`config.mk`:
```
export PLATFORM = sky130hd
export DESIGN_NAME = dmem_port_arbiter
export DESIGN_NICKNAME = d
export VERILOG_FILES = /design/src/rtl/dmem_port_arbiter.sv
export SDC_FILE = /design/constraint.sdc
export NUM_CORES = 1
export LEC_CHECK = 0
export CAP_MARGIN = 5
export CORE_ASPECT_RATIO = 0.75
export CORE_MARGIN = 5
export CORE_UTILIZATION = 37
export DETAILED_ROUTE_END_ITERATION = 10
export PLACE_DENSITY = 0.87
export SYNTH_ARGS = -nofsm -noshare
export SYNTH_HDL_FRONTEND = slang
export SYNTH_SLANG_ARGS = --single-unit
```
`constraint.sdc`:
```
create_clock -name clk -period 1.65 [get_ports clk]
set_input_delay 0.33 -clock clk [delete_from_list [all_inputs] [get_ports clk]]
set_output_delay 0.33 -clock clk [all_outputs]
set_load 0.01 [all_outputs]
```
`src/rtl/dmem_port_arbiter.sv`:
```
// dmem_port_arbiter: round-robin arbiter and 4-beat line-refill sequencer for the single-ported data memory
module dmem_port_arbiter #(
  parameter int BURST_LEN = 4
) (
  input  logic        clk,
  input  logic        rst_n,
  input  logic        r0_req_i,
  input  logic        r0_wen_i,
  input  logic        r0_burst_i,
  input  logic [11:0] r0_addr_i,
  input  logic [3:0]  r0_be_i,
  input  logic [31:0] r0_wdata_i,
  output logic        r0_gnt_o,
  output logic        r0_rvalid_o,
  output logic        r0_done_o,
  input  logic        r1_req_i,
  input  logic        r1_wen_i,
  input  logic        r1_burst_i,
  input  logic [11:0] r1_addr_i,
  input  logic [3:0]  r1_be_i,
  input  logic [31:0] r1_wdata_i,
  output logic        r1_gnt_o,
  output logic        r1_rvalid_o,
  output logic        r1_done_o,
  output logic [31:0] rdata_o,
  output logic        mem_csn_o,
  output logic        mem_wen_o,
  output logic [11:0] mem_addr_o,
  output logic [3:0]  mem_be_o,
  output logic [31:0] mem_dout_o,
  input  logic [31:0] mem_di_i
);
  typedef enum logic [1:0] {IDLE, XFER, LAST} state_e;
  state_e      state_q;
  logic        last_q;
  logic        owner_q;
  logic        wen_q;
  logic        burst_q;
  logic [1:0]  beat_q;
  logic [9:0]  line_q;
  logic [1:0]  gnt_q;
  logic [1:0]  rvalid_q;
  logic [1:0]  done_q;
  logic [31:0] rdata_q;
  logic        mem_csn_q;
  logic        mem_wen_q;
  logic [11:0] mem_addr_q;
  logic [3:0]  mem_be_q;
  logic [31:0] mem_dout_q;
  logic        pick1;
  logic        sel_wen;
  logic        sel_burst;
  logic [11:0] sel_addr;
  logic [3:0]  sel_be;
  logic [31:0] sel_wdata;
  logic [1:0]  win_vec;
  logic [1:0]  own_vec;
  // R1 wins when alone, or on a tie when R0 was the last one granted
  assign pick1     = r1_req_i & (~r0_req_i | ~last_q);
  assign sel_wen   = pick1 ? r1_wen_i : r0_wen_i;
  assign sel_burst = sel_wen & (pick1 ? r1_burst_i : r0_burst_i);
  assign sel_addr  = pick1 ? r1_addr_i : r0_addr_i;
  assign sel_be    = pick1 ? r1_be_i : r0_be_i;
  assign sel_wdata = pick1 ? r1_wdata_i : r0_wdata_i;
  assign win_vec   = pick1 ? 2'b10 : 2'b01;
  assign own_vec   = owner_q ? 2'b10 : 2'b01;
  // Transfer FSM with all requester and memory outputs registered
  always_ff @(posedge clk or negedge rst_n) begin
    if (!rst_n) begin
      state_q    <= IDLE;
      last_q     <= 1'b1;
      owner_q    <= 1'b0;
      wen_q      <= 1'b1;
      burst_q    <= 1'b0;
      beat_q     <= 2'd0;
      line_q     <= 10'd0;
      gnt_q      <= 2'b00;
      rvalid_q   <= 2'b00;
      done_q     <= 2'b00;
      rdata_q    <= 32'd0;
      mem_csn_q  <= 1'b1;
      mem_wen_q  <= 1'b1;
      mem_addr_q <= 12'd0;
      mem_be_q   <= 4'd0;
      mem_dout_q <= 32'd0;
    end else begin
      gnt_q    <= 2'b00;
      rvalid_q <= 2'b00;
      done_q   <= 2'b00;
      case (state_q)
        IDLE: if (r0_req_i | r1_req_i) begin
          state_q    <= XFER;
          owner_q    <= pick1;
          last_q     <= pick1;
          wen_q      <= sel_wen;
          burst_q    <= sel_burst;
          beat_q     <= 2'd0;
          line_q     <= sel_addr[11:2];
          gnt_q      <= win_vec;
          done_q     <= sel_wen ? 2'b00 : win_vec;
          mem_csn_q  <= 1'b0;
          mem_wen_q  <= sel_wen;
          mem_addr_q <= sel_burst ? {sel_addr[11:2], 2'b00} : sel_addr;
          mem_be_q   <= sel_wen ? 4'hF : sel_be;
          mem_dout_q <= sel_wdata;
        end
        XFER: begin
          if (wen_q) begin
            rdata_q  <= mem_di_i;
            rvalid_q <= own_vec;
          end
          if (!wen_q) begin
            state_q   <= IDLE;
            mem_csn_q <= 1'b1;
          end else if (burst_q && beat_q != 2'(BURST_LEN - 1)) begin
            beat_q     <= beat_q + 2'd1;
            mem_addr_q <= {line_q, beat_q + 2'd1};
          end else begin
            state_q   <= LAST;
            mem_csn_q <= 1'b1;
            done_q    <= own_vec;
          end
        end
        LAST: state_q <= IDLE;
        default: state_q <= IDLE;
      endcase
    end
  end
  assign r0_gnt_o    = gnt_q[0];
  assign r1_gnt_o    = gnt_q[1];
  assign r0_rvalid_o = rvalid_q[0];
  assign r1_rvalid_o = rvalid_q[1];
  assign r0_done_o   = done_q[0];
  assign r1_done_o   = done_q[1];
  assign rdata_o     = rdata_q;
  assign mem_csn_o   = mem_csn_q;
  assign mem_wen_o   = mem_wen_q;
  assign mem_addr_o  = mem_addr_q;
  assign mem_be_o    = mem_be_q;
  assign mem_dout_o  = mem_dout_q;
endmodule

```
# Word level (Yosys, flattened, before mapping)
# Cells that the tools add are included.
[word_totals]
reg_bits = 105
inputBits = 136
output_inout_bits = 88
wordCells = 70
[op_classes]
addsub = 1
n_eq_ne = 6
mux = 34
bitwise_logic = 6
reduce_logical = 8
[op_table]
columns = ["operator", "count"]
rows = [
  ["$mux W12", 4],
  ["$mux W2", 17],
  ["$mux W32", 1],
  ["$pmux W12 S2", 1],
  ["$pmux W2 S2", 3],
  ["$mux W4", 2],
  ["$ne A2 B2 Y1 const B", 4],
  ["$reduce_and A2 Y1", 3],
  ["$mux W1", 5],
  ["$reduce_and A4 Y1", 1],
  ["$ne A3 B3 Y1 const B", 1],
  ["$reduce_and A3 Y1", 1],
  ["$add A2 B1 Y2 const B", 1],
  ["$and A1 B1 Y1", 2],
  ["$eq A2 B1 Y1 const B", 1],
  ["$logic_not A2 Y1", 1],
  ["$not A1 Y1", 2],
  ["$or A1 B1 Y1", 2],
  ["$pmux W1 S2", 1],
  ["$reduce_bool A2 Y1", 1],
  ["$logic_and A1 B1 Y1", 1],
]

# Longest topological paths before layout
# Gate-level depths: netlist of the first run.
[logic_depth]
ltp_word = 8
depth_mapped = 6
depth_no_buf = 4

# Worst setup path before layout of the first run
# Ideal clock, no wire load.
[synth_path]
path_type = "flip-flop to flip-flop"
from = "register mem_wen_o (netlist name)"
to = "register rdata_q[24], in the netlist rdata_o[24]"
setup_time_ns = 0.125
t_arrival_ns = 1.432
required_ns = 1.525
path_slack_ns = 0.093
path_stages_with_launch = 5
path_buffers = 2
period_less_slack_ns = 1.557
path_cell_list = "dfstp_2 > and3b_1 > buf_2 > buf_2 > mux2_2"
[synth_lines]
columns = ["item", "line", "text"]
rows = [
  ["end signal, assigned", "109", "rdata_q <= mem_di_i;"],
  ["end, declared", "44", "logic [31:0] rdata_q;"],
]

# Final worst setup path of the first run
[layout_path]
from = "register mem_addr_q[0], in the netlist mem_addr_o[0]"
to = "output mem_addr_o[0]"
[layout_lines]
columns = ["item", "line", "text"]
rows = [
  ["start, declared", "47", "logic [11:0] mem_addr_q;"],
  ["start signal, assigned", "103", "mem_addr_q <= sel_burst ? {sel_addr[11:2], 2'b00} : sel_addr;"],
  ["start signal, assigned", "117", "mem_addr_q <= {line_q, beat_q + 2'd1};"],
  ["end, declared", "28", "output logic [11:0] mem_addr_o,"],
]
# No word-level cell between the ends.

==> summary.txt, run 1 <==
Run status
  • Status: complete, no violations

Clocking
  • H-tree Lvls: 3
  • CTS tree: done
  • Clock buffer count from CTS: 9
  • Clock Latency Late Sink: 0.34 ns
  • Clock tree buffer depth: 2
  • Clock slew at the register clock pins of the worst setup and hold paths: 0.08 ns
  • Root Buffer Master: clkbuf_16
  • Clk sinks: 105

Routing
  • 1st-iter DRT viols: 243
  • Drt pass-1 iters: 5
  • Via count: 4278
  • Total wire length: 14900 um
  • Residual DRC: 0
  • Wire per inst: 18.8 um
  • Post-route ant nets: 0
  • Vias per inst: 5.39

Floorplanning
  • Starting density of the core: 0.382
  • Row count: 35
  • Top Ports: 224
  • Die area: 15200 um^2
  • Die width: 141 um
  • Core region area: 12400 um^2
  • Die height: 108 um

STA
  • Min Clock Period, post-route: 1.61 ns
  • Clk_skew: 0.00939 ns
  • Slew at the pin closest to its max-slew limit: 0.498 ns
  • FMAX: 622 MHz
  • Post-route setup slack: 0.0431 ns
  • Slew HR: 0.668
  • Sum Neg Setup Slack: 0 ns
  • RSZ-0062 raised after global routing: true
  • Count of final hold-check violations: 0
  • Pins Over Slew Limit: 0
  • Tcrit/Tclk final: 0.974
  • # setup viols final: 0

Logic synthesis
  • Post-synthesis cell area: 4740 um^2
  • Unique masters post-synth: 40
  • Syn Nets: 533
  • Top-area cell type share of the netlist area: 0.539
  • Top_reg_cell synth: dfrtp_1
  • Post-synth ARST share: 1.00
  • Synth area leader: dfrtp_1
  • Top cells by area, synth: dfrtp_1, mux2_2, a221o_1
  • Yosys reg bits: 105
  • Most frequent cell after synthesis: dfrtp_1
  • Syn Area/Cell: 12.0 um^2
  • Number of synthesized flops with an enable pin: 0
  • Sequential-to-total area share from yosys stat: 0.556
  • Cells after Synth: 396
  • Top cells by count, synth: dfrtp_1, mux2_2, nand2_1
  • Ys Warns: 0

Power and ir drop
  • PD cells: 1830 nW/um^2
  • VDD IR max: 0.000872 V
  • Pleak: 3.30 nW

Layout
  • Area delta synth->final: 61.1%
  • Ratio of cells with drive above 1 in the final layout: 0.145
  • Fin nets: 760
  • Diodes inserted: 0
  • # fillers: 962

Placed design
  • Dpl hpwl: 11300 um
  • GPL Wtd Cong: 0.861
  • Setup slack at placement: -0.401 ns
  • IO Port Bufs: 223

Worst setup path
  • FF-to-FF path depth: 3
  • Crit Path Max Fanout: 2
  • Arrival @ worst endpoint: 1.28 ns
  • Crit path launch type: register
  • WP buf/inv: 1
  • Reg-to-Reg End: rdata_o[20]
  • FF-to-FF Start: mem_wen_o
  • Critical path class: reg -> out
  • Worst path required time: 1.32 ns
  • Critical Path, Cell by Cell: clkdlybuf4s50_1
  • CP max stage cell: clkdlybuf4s50_1
  • R2R setup slack: 0.06 ns
  • Crit end category: output pin
  • Highest cell delay on the worst timing path: 0.58 ns
  • Top delay family on crit path: buffers and inverters

Global routing
  • Vias in the first global route: 4457
  • Grt total ovfl: 0
  • GRT Util Overall: 0.192
  • Antenna violations before repair: 0
  • Largest net degree at the start of global routing: 48
  • First-pass GRT wire length: 23500 um

Min path
  • HP Class: in -> async

Run
  • MaxCap Viol Count: 0
[layout make-up]
class	count	area (um^2)	area share
timing repair buffer	252	2560	0.336
clock inverter	7	113	0.0148
inverter	3	11.3	0.00148
clock buffer	9	225	0.0295
sequential	105	2630	0.345
tap	166	208	0.0272
multi-input combinational	252	1880	0.247
[timing repair]
item,CTS,global route
setup buffers,0,0
hold buffers,1,0
setup endpoints to repair,5,43
gates resized for setup,3,7
hold endpoints to repair,19,0
pin swaps,0,0
[per-stage QoR]
step,util,hold WS [ns],instances,power [mW],area [um^2]
after detailed placement,0.586,0.245,777,11.7,7260
after CTS,0.614,0.418,794,14.1,7610
after global routing,0.616,0.455,794,14.8,7630
after global placement,0.586,0.242,777,11.4,7260
final,0.616,0.422,794,13.9,7630
after floorplan,-,0.0344,396,8.03,4740
[where the power goes]
| part | switching (mW) | total (mW) | leakage [nW] | internal [mW] |
|---|---|---|---|---|
| Sequential | 0.750 | 4.63 | 1.25 | 3.88 |
| Combinational | 3.02 | 6.93 | 1.89 | 3.91 |
| Clock | 1.02 | 2.38 | 0.161 | 1.37 |
| Total | 4.79 | 13.9 | 3.30 | 9.15 |
[layer usage]
layer | track usage | up-vias | wire, um
met5 | 0 | - | 0
met3 | 0.0619 | 16 | 1430
met4 | 0.0470 | 0 | 171
met1 | 0.238 | 2079 | 6020
met2 | 0.330 | 233 | 7310
li1 | - | 1950 | -
[worst max path at each step]
stage	from	end	depth (start not counted)
final	mem_addr_o[0]	mem_addr_o[0]	1
after global routing	r1_req_i	mem_be_o[3]	5
after CTS	mem_addr_o[11]	mem_addr_o[11]	1
after detailed placement	r0_req_i	mem_be_o[3]	5
after global placement	r0_req_i	mem_be_o[2]	5
after floorplan	mem_wen_o	rdata_o[24]	4
[cell families (layout without fill, tap and decap cells)]
family / after synthesis / after routing / share of synthesized area
adder cells (fa/ha/maj): 1 / 1 / 0.00264
flip-flops: 105 / 105 / 0.556
multiplexers: 37 / 37 / 0.0869
AO/OA/AOI/OAI: 108 / 108 / 0.186
buffers and inverters: 39 / 271 / 0.0510
AND/OR/NAND/NOR: 106 / 106 / 0.118
[placed cells by master (no fill, tap or decap), types with 10 or more instances in the layout]
master and n:
clkdlybuf4s50_1 215, dfrtp_1 102, nand2_1 33, mux2_2 33
and3_1 31, a221o_1 31, buf_4 21, a21oi_1 17
nor2_1 15, o221ai_1 12, and2_1 11, a31oi_1 11
a221oi_1 10, o31ai_1 10
[registers in the layout (all words and copies together) (netlist names)]
| register | flops |
|---|---|
| mem_dout_o | 32 |
| burst_q | 1 |
| gnt_q | 2 |
| line_q | 10 |
| last_q | 1 |
| rvalid_q | 2 |
| mem_wen_o | 1 |
| done_q | 2 |
| rdata_o | 32 |
| mem_addr_o | 12 |
| beat_q | 2 |
| owner_q | 1 |
| state_q | 2 |
| mem_csn_o | 1 |
| mem_be_o | 4 |
No activity file was read; power rests on OpenSTA's default activity.
==> run 2, diff against run 1 <==
--- a/config.mk
+++ b/config.mk
@@ -11,6 +11,7 @@
 export CORE_UTILIZATION = 37
 export DETAILED_ROUTE_END_ITERATION = 10
 export PLACE_DENSITY = 0.87
+export SKIP_LAST_GASP = 1
 export SYNTH_ARGS = -nofsm -noshare
 export SYNTH_HDL_FRONTEND = slang
 export SYNTH_SLANG_ARGS = --single-unit
==> results of run 2 <==
The final DEF is identical to that of run 1; final timing and power are the same.
==> run 3, diff against run 2 <==
--- a/config.mk
+++ b/config.mk
@@ -11,6 +11,7 @@
 export CORE_UTILIZATION = 37
 export DETAILED_ROUTE_END_ITERATION = 10
 export PLACE_DENSITY = 0.87
+export SKIP_CTS_REPAIR_TIMING = 1
 export SKIP_LAST_GASP = 1
 export SYNTH_ARGS = -nofsm -noshare
 export SYNTH_HDL_FRONTEND = slang
==> run 3 against run 2 <==
Sequential share of layout area fell by 0.079 points; utilization rose by 0.14 points; worst setup slack got worse by 0.0024 ns; design area rose by 0.23%; power rose by 0.38%; largest power group unchanged; register-to-register slack barely moved.
==> summary.txt, run 3 (synthesis results as in run 1) <==
Power and ir drop
  • Pleak: 3.32 nW
  • VDD IR max: 0.000872 V
  • PD cells: 1830 nW/um^2

Global routing
  • First-pass GRT wire length: 23400 um
  • Largest net degree at the start of global routing: 48
  • Grt total ovfl: 0
  • GRT Util Overall: 0.192
  • Antenna violations before repair: 0
  • Vias in the first global route: 4454

Floorplanning
  • Top Ports: 224
  • Die area: 15200 um^2
  • Row count: 35
  • Die height: 108 um
  • Starting density of the core: 0.382
  • Core region area: 12400 um^2
  • Die width: 141 um

Routing
  • Vias per inst: 5.46
  • Post-route ant nets: 0
  • Wire per inst: 19.0 um
  • Total wire length: 15100 um
  • Residual DRC: 0
  • Via count: 4342
  • 1st-iter DRT viols: 332
  • Drt pass-1 iters: 5

Placed design
  • Dpl hpwl: 11300 um
  • Placed Cells: 777
  • Setup slack at placement: -0.401 ns
  • GPL Wtd Cong: 0.861
  • IO Port Bufs: 223

Clocking
  • CTS tree: done
  • Clock Latency Late Sink: 0.34 ns
  • Clock tree buffer depth: 2
  • Clock slew at the register clock pins of the worst setup and hold paths: 0.08 ns
  • Clk sinks: 105
  • Clock buffer count from CTS: 9
  • H-tree Lvls: 3
  • Root Buffer Master: clkbuf_16

Worst setup path
  • FF-to-FF path depth: 3
  • FF-to-FF Start: mem_wen_o
  • CP Capture Point: mem_addr_o[0]
  • Crit path launch type: register
  • Worst path required time: 1.32 ns
  • R2R setup slack: 0.05 ns
  • Crit end category: output pin
  • Top delay family on crit path: buffers and inverters
  • Arrival @ worst endpoint: 1.28 ns
  • CP max stage cell: clkdlybuf4s50_1
  • Highest cell delay on the worst timing path: 0.58 ns
  • Critical path class: reg -> out
  • CP startpoint: mem_addr_o[0]
  • WP buf/inv: 1
  • WP depth: 1
  • Crit Path Max Fanout: 2
  • Critical Path, Cell by Cell: clkdlybuf4s50_1
  • Reg-to-Reg End: rdata_o[20]

Layout
  • Diodes inserted: 0
  • Post-Layout Cell Count: 795
  • Ratio of cells with drive above 1 in the final layout: 0.146
  • Commonest non-fill, non-tap cell in the layout: clkdlybuf4s50_1
  • # fillers: 960
  • Most frequent cells in the layout: clkdlybuf4s50_1, dfrtp_1, mux2_2
  • Fin nets: 761
  • Area delta synth->final: 61.5%

STA
  • Count of final hold-check violations: 0
  • Post-route setup slack: 0.0407 ns
  • Pins Over Slew Limit: 0
  • # setup viols final: 0
  • FMAX: 621 MHz
  • Min Clock Period, post-route: 1.61 ns
  • Slew HR: 0.622
  • Tcrit/Tclk final: 0.975
  • Slew at the pin closest to its max-slew limit: 0.567 ns
  • Clk_skew: 0.0105 ns

Run status
  • Status: complete, no violations

Min path
  • HP Class: in -> async

Run
  • MaxCap Viol Count: 0
## run 3: final cells by class
type,instances,area (um^2),area share
sequential,105,2630,0.344
timing repair buffer,252,2570,0.336
multi-input combinational,253,1890,0.247
clock buffer,9,225,0.0295
tap,166,208,0.0272
clock inverter,7,113,0.0147
inverter,3,11.3,0.00147
## run 3: worst min-delay path by stage
stage                     slack [ns]  cells past startpoint        end  start
final                           0.42                      2  line_q[3]  rst_n
after detailed placement        0.24                      1  line_q[3]  rst_n
after floorplan                 0.03                      0  beat_q[0]  rst_n
after global placement          0.24                      1  line_q[1]  rst_n
after CTS                      -0.13                      1  line_q[3]  rst_n
after global routing            0.45                      2  line_q[3]  rst_n
## run 3: power breakdown
group          total, mW  internal [mW]  switching (mW)
Clock               2.39           1.37            1.02
Combinational       6.97           3.93            3.04
Sequential          4.63           3.88           0.757
## run 3: metrics by stage
step / hold slack, ns / cell area, um^2 / setup TNS [ns] / util / power, mW
detailed placement: 0.245 / 7260 / -15.67 / 0.586 / 11.7
global placement: 0.242 / 7260 / -13.12 / 0.586 / 11.4
global route: 0.455 / 7650 / -0.00165 / 0.617 / 14.8
finish: 0.418 / 7650 / 0 / 0.617 / 14.0
floorplan: 0.0344 / 4740 / 0 / - / 8.03
CTS: -0.125 / 7600 / -0.339 / 0.613 / 14.1
## run 3: metal layers
metal  GRT usage  vias to the layer above  wire length [um]
met5           0                        -                 0
met4      0.0470                        0               183
met3      0.0628                       22              1540
met2       0.329                      255              7380
met1       0.238                     2108              6010
li1            -                     1957                 -
